## src/rtl/serial_tx_pkg.sv

```systemverilog
// Shared definitions for the serial transmitter.
// Holds the FSM state encoding, the default clock/line rates and the helper
// that derives clocks-per-bit from them.
package serial_tx_pkg;

  localparam int unsigned DefaultClkHz = 32'd50_000_000;
  localparam int unsigned DefaultBaud  = 32'd115_200;

  typedef enum logic [1:0] {
    StIdle  = 2'b00,
    StStart = 2'b01,
    StData  = 2'b10,
    StStop  = 2'b11
  } tx_state_e;

  // Clocks per bit, rounded to nearest.
  function automatic int unsigned calc_divisor(input int unsigned clk_hz,
                                               input int unsigned baud);
    return (clk_hz + baud / 2) / baud;
  endfunction

endpackage

```

## src/rtl/serial_baud_gen.sv

```systemverilog
// Baud-rate tick generator.
// Ports:
//   clk_50  - clock
//   reset_n - asynchronous active-low reset
//   enable  - count while high; low holds the counter at 0
//   tick    - one-cycle pulse in the last clock of each DIVISOR-clock bit period
module serial_baud_gen #(
  parameter int unsigned DIVISOR = 434
) (
  input  logic clk_50,
  input  logic reset_n,
  input  logic enable,
  output logic tick
);

  localparam int unsigned CntW = $clog2(DIVISOR);
  localparam logic [CntW-1:0] CntMax = CntW'(DIVISOR - 1);

  logic [CntW-1:0] cnt_q, cnt_d;

  always_comb begin
    tick = enable && (cnt_q == CntMax);
    if (!enable || tick) begin
      cnt_d = '0;
    end else begin
      cnt_d = cnt_q + 1'b1;
    end
  end

  always_ff @(posedge clk_50 or negedge reset_n) begin
    if (!reset_n) begin
      cnt_q <= '0;
    end else begin
      cnt_q <= cnt_d;
    end
  end

endmodule

```

## src/rtl/serial_tx.sv

```systemverilog
// 8N1 serial transmitter, LSB first, idle-high line.
// Ports:
//   clk_50    - clock
//   reset_n   - asynchronous active-low reset
//   data      - byte to send, sampled only when a frame is accepted
//   dataReady - level request; a frame is accepted on any edge seen in idle
//   busy      - high from acceptance until the end of the stop bit
//   tx        - registered serial line output
module serial_tx
  import serial_tx_pkg::*;
#(
  parameter int unsigned CLK_HZ  = DefaultClkHz,
  parameter int unsigned BAUD    = DefaultBaud,
  parameter int unsigned DIVISOR = calc_divisor(CLK_HZ, BAUD)
) (
  input  logic       clk_50,
  input  logic       reset_n,
  input  logic [7:0] data,
  input  logic       dataReady,
  output logic       busy,
  output logic       tx
);

  tx_state_e  state_q, state_d;
  logic [7:0] shift_q, shift_d;
  logic [2:0] idx_q, idx_d;
  logic       tx_q, tx_d;
  logic       busy_q, busy_d;
  logic       bit_tick;

  serial_baud_gen #(
    .DIVISOR(DIVISOR)
  ) u_baud_gen (
    .clk_50 (clk_50),
    .reset_n(reset_n),
    .enable (state_q != StIdle),
    .tick   (bit_tick)
  );

  always_comb begin
    state_d = state_q;
    shift_d = shift_q;
    idx_d   = idx_q;
    tx_d    = tx_q;
    busy_d  = busy_q;

    unique case (state_q)
      StIdle: begin
        if (dataReady) begin
          shift_d = data;
          idx_d   = '0;
          busy_d  = 1'b1;
          tx_d    = 1'b0;
          state_d = StStart;
        end
      end
      StStart: begin
        if (bit_tick) begin
          tx_d    = shift_q[0];
          idx_d   = '0;
          state_d = StData;
        end
      end
      StData: begin
        if (bit_tick) begin
          shift_d = {1'b0, shift_q[7:1]};
          if (idx_q == 3'd7) begin
            idx_d   = '0;
            tx_d    = 1'b1;
            state_d = StStop;
          end else begin
            idx_d = idx_q + 3'd1;
            // Next bit is the one that becomes shift[0] after this shift.
            tx_d  = shift_q[1];
          end
        end
      end
      StStop: begin
        if (bit_tick) begin
          busy_d  = 1'b0;
          state_d = StIdle;
        end
      end
    endcase
  end

  always_ff @(posedge clk_50 or negedge reset_n) begin
    if (!reset_n) begin
      state_q <= StIdle;
      shift_q <= '0;
      idx_q   <= '0;
      tx_q    <= 1'b1;
      busy_q  <= 1'b0;
    end else begin
      state_q <= state_d;
      shift_q <= shift_d;
      idx_q   <= idx_d;
      tx_q    <= tx_d;
      busy_q  <= busy_d;
    end
  end

  assign tx   = tx_q;
  assign busy = busy_q;

endmodule

```

## config.mk

```make
export PLATFORM = sky130hd
export DESIGN_NAME = serial_tx
export DESIGN_NICKNAME = d
export VERILOG_FILES = /design/src/rtl/serial_tx_pkg.sv /design/src/rtl/serial_baud_gen.sv /design/src/rtl/serial_tx.sv
export SDC_FILE = /design/constraint.sdc
export NUM_CORES = 1
export LEC_CHECK = 0
export CELL_PAD_IN_SITES_DETAIL_PLACEMENT = 1
export CELL_PAD_IN_SITES_GLOBAL_PLACEMENT = 2
export CORE_ASPECT_RATIO = 0.5
export CORE_MARGIN = 2
export CORE_UTILIZATION = 37
export DETAILED_ROUTE_END_ITERATION = 8
export PLACE_DENSITY = 0.8
export SKIP_CTS_REPAIR_TIMING = 1
export SLEW_MARGIN = 25
export SYNTH_ARGS = -nofsm -noshare
export SYNTH_HDL_FRONTEND = slang
export SYNTH_SLANG_ARGS = --single-unit
```

## constraint.sdc

```tcl
create_clock -name clk_50 -period 2.71 [get_ports clk_50]
set_input_delay 0.542 -clock clk_50 [delete_from_list [all_inputs] [get_ports clk_50]]
set_output_delay 0.542 -clock clk_50 [all_outputs]
set_load 0.01 [all_outputs]
```

# [After elaboration in Yosys (flattened, before gate mapping)]
# Cells that the tools add are included.
[totals] rom_bits=0 out_inout_bits=2 regBits=24 memories=0 latch_bits=0 inputBits=11 ram_bits=0
[op_classes] order_cmp=0 n_reduce_logical=12 mul=0 n_bitwise=0 eq_ne=10 mux=23 n_addsub=2 div=0 shifts=0
[ops] cell="8-bit two-way mux" count=2
[ops] cell="8-bit case mux with 2 select lines" count=1
[ops] cell="3-bit two-way mux" count=4
[ops] cell="2-bit two-way mux" count=5
[ops] cell="2-bit inequality test, second input constant" count=5
[ops] cell="9-bit by 1-bit adder with 9-bit output, second input constant" count=1
[ops] cell="9-bit equality test, second input constant" count=1
[ops] cell="9-bit two-way mux" count=1
[ops] cell="3-bit case mux with 3 select lines" count=1
[ops] cell="2-bit case mux with 4 select lines" count=1
[ops] cell="1-bit two-way mux" count=6
[ops] cell="3-bit AND reduction" count=2
[ops] cell="2-bit nonzero test" count=3
[ops] cell="5-bit AND reduction" count=1
[ops] cell="2-bit equality test, second input constant" count=2
[ops] cell="4-bit AND reduction" count=1
[ops] cell="3-bit by 1-bit adder with 3-bit output, second input constant" count=1
[ops] cell="3-bit equality test, second input constant" count=1
[ops] cell="1-bit case mux with 3 select lines" count=1
[ops] cell="3-bit nonzero test" count=1
[ops] cell="2-bit by 1-bit equality test with 1-bit output, second input constant" count=1
[ops] cell="2-bit zero test" count=1
[ops] cell="1-bit case mux with 2 select lines" count=1
[ops] cell="1-bit logical AND" count=1
[ops] cell="other kinds (2)" count=2

# [Depth between registers and ports, before layout]
[logic_depth] ltp_word=4 mapped_depth=7 depth_no_buf=6

# [Hierarchy]
# A second synthesis with hierarchy kept.
[unflattened] cells_unflattened=119 area_unflattened_um2=1376.3
[by_module_without_submodules] module="serial_tx" area_per_inst_um2=889.6 instances=1 cells_per_inst=71
[by_module_without_submodules] module="serial_baud_gen" area_per_inst_um2=486.7 instances=1 cells_per_inst=48

# [Worst setup path after synthesis]
# No wires, ideal clock.
[synth_timing] path_kind="flip-flop to flip-flop" from="register state_q[0]" to="register state_q[1]" path_slack_ps=815 n_path_buf=1 arrival_ps=1767 synth_period_minus_slack_ps=1895 required_ps=2583 path_stages_with_launch=7 cell_sequence="dfrtp_1 > inv_1 > ha_1 > buf_4 > o41ai_1 > o211a_1 > mux2_1"
[synth_between] elab_chain_cells=4 elab_cells_between_ends=13 cone_classes="eq/ne (8); mux (1); reduce/logical (4)"
[synth_rtl] element="from (decl)" line_no="serial_tx.sv:24" rtl="tx_state_e state_q, state_d;"
[synth_rtl] element="from (signal assigned)" line_no="serial_tx.sv:89" rtl="state_q <= StIdle;"
[synth_rtl] element="from (signal assigned)" line_no="serial_tx.sv:95" rtl="state_q <= state_d;"
[synth_rtl] element="2-bit nonzero test" line_no="serial_tx.sv:36" rtl=".enable (state_q != StIdle),"
[synth_rtl] element="1-bit logical AND" line_no="serial_baud_gen.sv:22" rtl="tick = enable && (cnt_q == CntMax);"
[synth_rtl] element="2-bit inequality test (no line)"
[synth_rtl] element="5-bit AND reduction (no line)"
# Several ways; a longest one is shown, not always the timed one.
# A chain may end at the register's enable or synchronous reset.

# [Worst setup path after layout]
# Same ends and word-level chain as after synthesis.

==> flow_summary.yaml <==
detailed_routing:
  ant_nets: 0
  routed_wl_um: 2550
  vias: 897
  wl_per_cell_um: 14.0
  drc: 0
  firstDrtPassIters: 4
  dr.first_iter.drc_count: 26
  vias_per_cell: 4.90
synthesis:
  synth.distinct_cells: 36
  synth_area_um2: 1320
  synth_warnings: 0
  yosys.area_share.xor_xnor_pct: 4.65
  synth-adder-area-share_pct: 9.50
  synth_compound_area_share_pct: 16.2
  synth_area_leader_cell: "dfrtp_1"
  yosys.area.top_type_share_pct: 43.7
  syn_inst: 117
  synth_area_leaders: "dfrtp_1, ha_1, o22a_1, nor2_1, o21a_1"
  ys_seq_area_share_pct: 45.7
  synthSimpleGateAreaFrac_pct: 16.3
  synth_seq_cells: 24
  synth_fp_nets: 138
  synth_mux_area_share_pct: 4.65
  synth.avg_cell_area_um2: 11.3
  synth_top_family_by_area: "simple AND/OR/NAND/NOR gates"
floorplanning:
  rows: 15
  core_um2: 3420
  die_h_um: 46.2
  initial_core_util_pct: 38.6
  die_w_um: 88.4
  boundaryPins: 13
  dieArea_um2: 4080
run_status:
  status: "finished clean"
worst_hold_path:
  min-delay-start: "busy"
  min_delay_path_depth: 2
  worstHoldEndpoint: "busy"
  hp-class: "flip-flop to flip-flop"
power:
  p_comb_share_pct: 42.5
  cellLeakagePower_nw: 0.678
  peakVddDrop_v: 0.000328
  seq_power_share_pct: 40.5
  design_power_total_mw: 1.46
  p_clk_share_pct: 17.0
  p_sw_mw: 0.538
  power_density_nw_per_um2: 943
  swShare_pct: 36.8
  internal_power_mw: 0.925
setup_path:
  cp_cell_sequence: "inv_1 > ha_1 > o41ai_1 > o211a_1 > mux2_1"
  r2r_start: "state_q[0]"
  r2r_end: "state_q[1]"
  crit_arrival_ns: 2.20
  cpMaxStageDelayCell: "o41ai_1"
  critPathMaxFanout: 11
  critPathKind: "flip-flop to flip-flop"
  required_ns: 2.87
  endpoint_kind: "flip-flop"
  cpPeakStageDelay_ns: 0.48
  worstRegToRegCells: 5
  reg2reg_setup_slack_ns: 0.67
  cp-start-kind: "flip-flop"
cts:
  clockBufferDepth: 2
  clock_latency_ns: 0.27
  clkTransAtPathRegs_ns: 0.09
  cts_buffers: 3
  cts_htree_levels: 1
  cts_tree: "built"
  clock_sinks: 24
  clock-root-buffer: "clkbuf_8"
grt:
  track_usage_pct: 14.3
  grt_pass1_wl_um: 4420
  grt_max_degree: 25
  antenna_found_initial: 0
  grt_pass1_vias: 934
  overflow: 0
cells_and_area:
  multi_input_area_um2: 677
  area_delta_synth_final_pct: 17.8
  fin_nets: 154
  drive_gt1_share_pct: 12.1
  fillers: 399
  seq_area_um2: 602
  diodes: 0
sta:
  worst-slew-pin-transition_ns: 0.455
  setup_tns_ns: 0
  skew_ns: 0.00273
  setup_viol: 0
  hold_viol: 0
  rsz0062_at_grt: "false"
  period_minus_slack_ns: 2.04
  clock.fmax_mhz: 490
  maxSlewHeadroom_pct: 69.6
  timing.final.crit_share_pct: 75.3
  drv_slew: 0
placed_design:
  io_buffer_count: 12
  hpwl_um: 1880
  gp_congestion: 0.749
flow_run:
  maxCapViolCount: 0
-- power groups by stage --
stage               Clock [mW]  Combinational (mW)  Sequential (mW)
global route             0.273               0.697            0.611
detailed placement           0               0.634            0.599
CTS                      0.262               0.636            0.592
floorplan                    0               0.512            0.571
finish                   0.248               0.622            0.593
global placement             0               0.617            0.590
-- logic make-up after synthesis --
| group | after synthesis |
|---|---|
| xor+xnor | 7 |
| compound gates | 24 |
| flops | 24 |
| buf+inv | 9 |
| mux | 5 |
| fa+ha+maj | 10 |
| simple gates | 38 |
-- Yosys cell counts --
cell and instances:
o22a_1 7, mux2_1 1, buf_2 1, dfrtp_1 23, a21oi_4 1, dfstp_2 1
or2_2 1, a21boi_0 1, nand4_1 1, nand2_1 6, nand4b_2 1, nor3_1 2
mux2_4 2, nand3b_1 1, nor4b_4 1, nand3_1 5, nand2b_1 1, xor2_1 2
a2111oi_4 1, o21a_1 7, and3_1 1, o41ai_1 1, o32a_1 1, o211a_1 1
or2b_1 1, nand2_2 1, ha_1 10, xnor2_1 5, mux2i_1 2, o21ai_1 1
o21ai_0 3, inv_1 7, buf_4 1, nor2_1 14, and4_4 1, and2_4 1
-- through the flow --
| step | instance area [µm²] | instances | hold slack [ns] | utilization [%] | setup slack (ns) |
|---|---|---|---|---|---|
| detailed placement | 1500 | 179 | 0.485 | 43.8 | 0.555 |
| finish | 1550 | 183 | 0.499 | 45.4 | 0.670 |
| floorplan | 1320 | 117 | 0.246 | - | 0.815 |
| CTS | 1550 | 183 | 0.503 | 45.4 | 0.642 |
| global route | 1550 | 183 | 0.521 | 45.4 | 0.482 |
| global placement | 1500 | 179 | 0.470 | 43.8 | 0.624 |
-- registers in the layout, summed over array words and instances, names as in the netlist --
register	cells
idx_q	3
state_q	2
busy	1
shift_q	8
u_baud_gen.cnt_q	9
tx	1
-- final cells by class --
cell class                 count  area share [%]
inverter                       7            1.69
sequential                    24            38.8
clock buffer                   4            3.55
tap                           51            4.11
multi-input combinational     84            43.6
timing repair buffer          13            8.23
-- critical path: cells and delay by family (launching register included) --
kind	cells	cell delay, ns
flops	1	0.43
buf+inv	1	0.10
compound gates	2	0.72
fa+ha+maj	1	0.35
mux	1	0.32
-- worst max path at each step --
stage,startpoint,endpoint,cells past startpoint
6_report,state_q[0],state_q[1],5
5_1_grt,state_q[0],state_q[1],5
4_1_cts,state_q[0],state_q[1],5
3_5_place_dp,dataReady,state_q[1],5
3_3_place_gp,dataReady,state_q[1],5
2_1_floorplan,state_q[0],state_q[1],6
-- placed cells by master (no fill, tap or decap) --
master	Yosys	layout
a2111oi_4	1	1
a21boi_0	1	1
a21oi_4	1	1
and2_4	1	1
and3_1	1	1
and4_4	1	1
buf_4	1	1
clkbuf_8	0	4
clkdlybuf4s50_1	0	12
dfrtp_1	23	23
dfstp_2	1	1
ha_1	10	10
inv_1	7	7
mux2_1	1	1
mux2_4	2	2
mux2i_1	2	2
nand2_1	6	6
nand2_2	1	1
nand2b_1	1	1
nand3_1	5	5
nand3b_1	1	1
nand4_1	1	1
nand4b_2	1	1
nor2_1	14	14
nor3_1	2	2
nor4b_4	1	1
o211a_1	1	1
o21a_1	7	7
o21ai_0	3	3
o21ai_1	1	1
o22a_1	7	7
o32a_1	1	1
o41ai_1	1	1
or2_2	1	1
or2b_1	1	1
xnor2_1	5	5
xor2_1	2	2
-- layer usage --
metal  share of wire, %  up-vias  track usage [%]
met2                 47        6             24.7
met3                2.4        0             3.76
li1                   -      440                -
met1                 50      451             18.6
met4                  0        0             2.73
met5                  0        -                0
(Power assumes the default switching activity.)
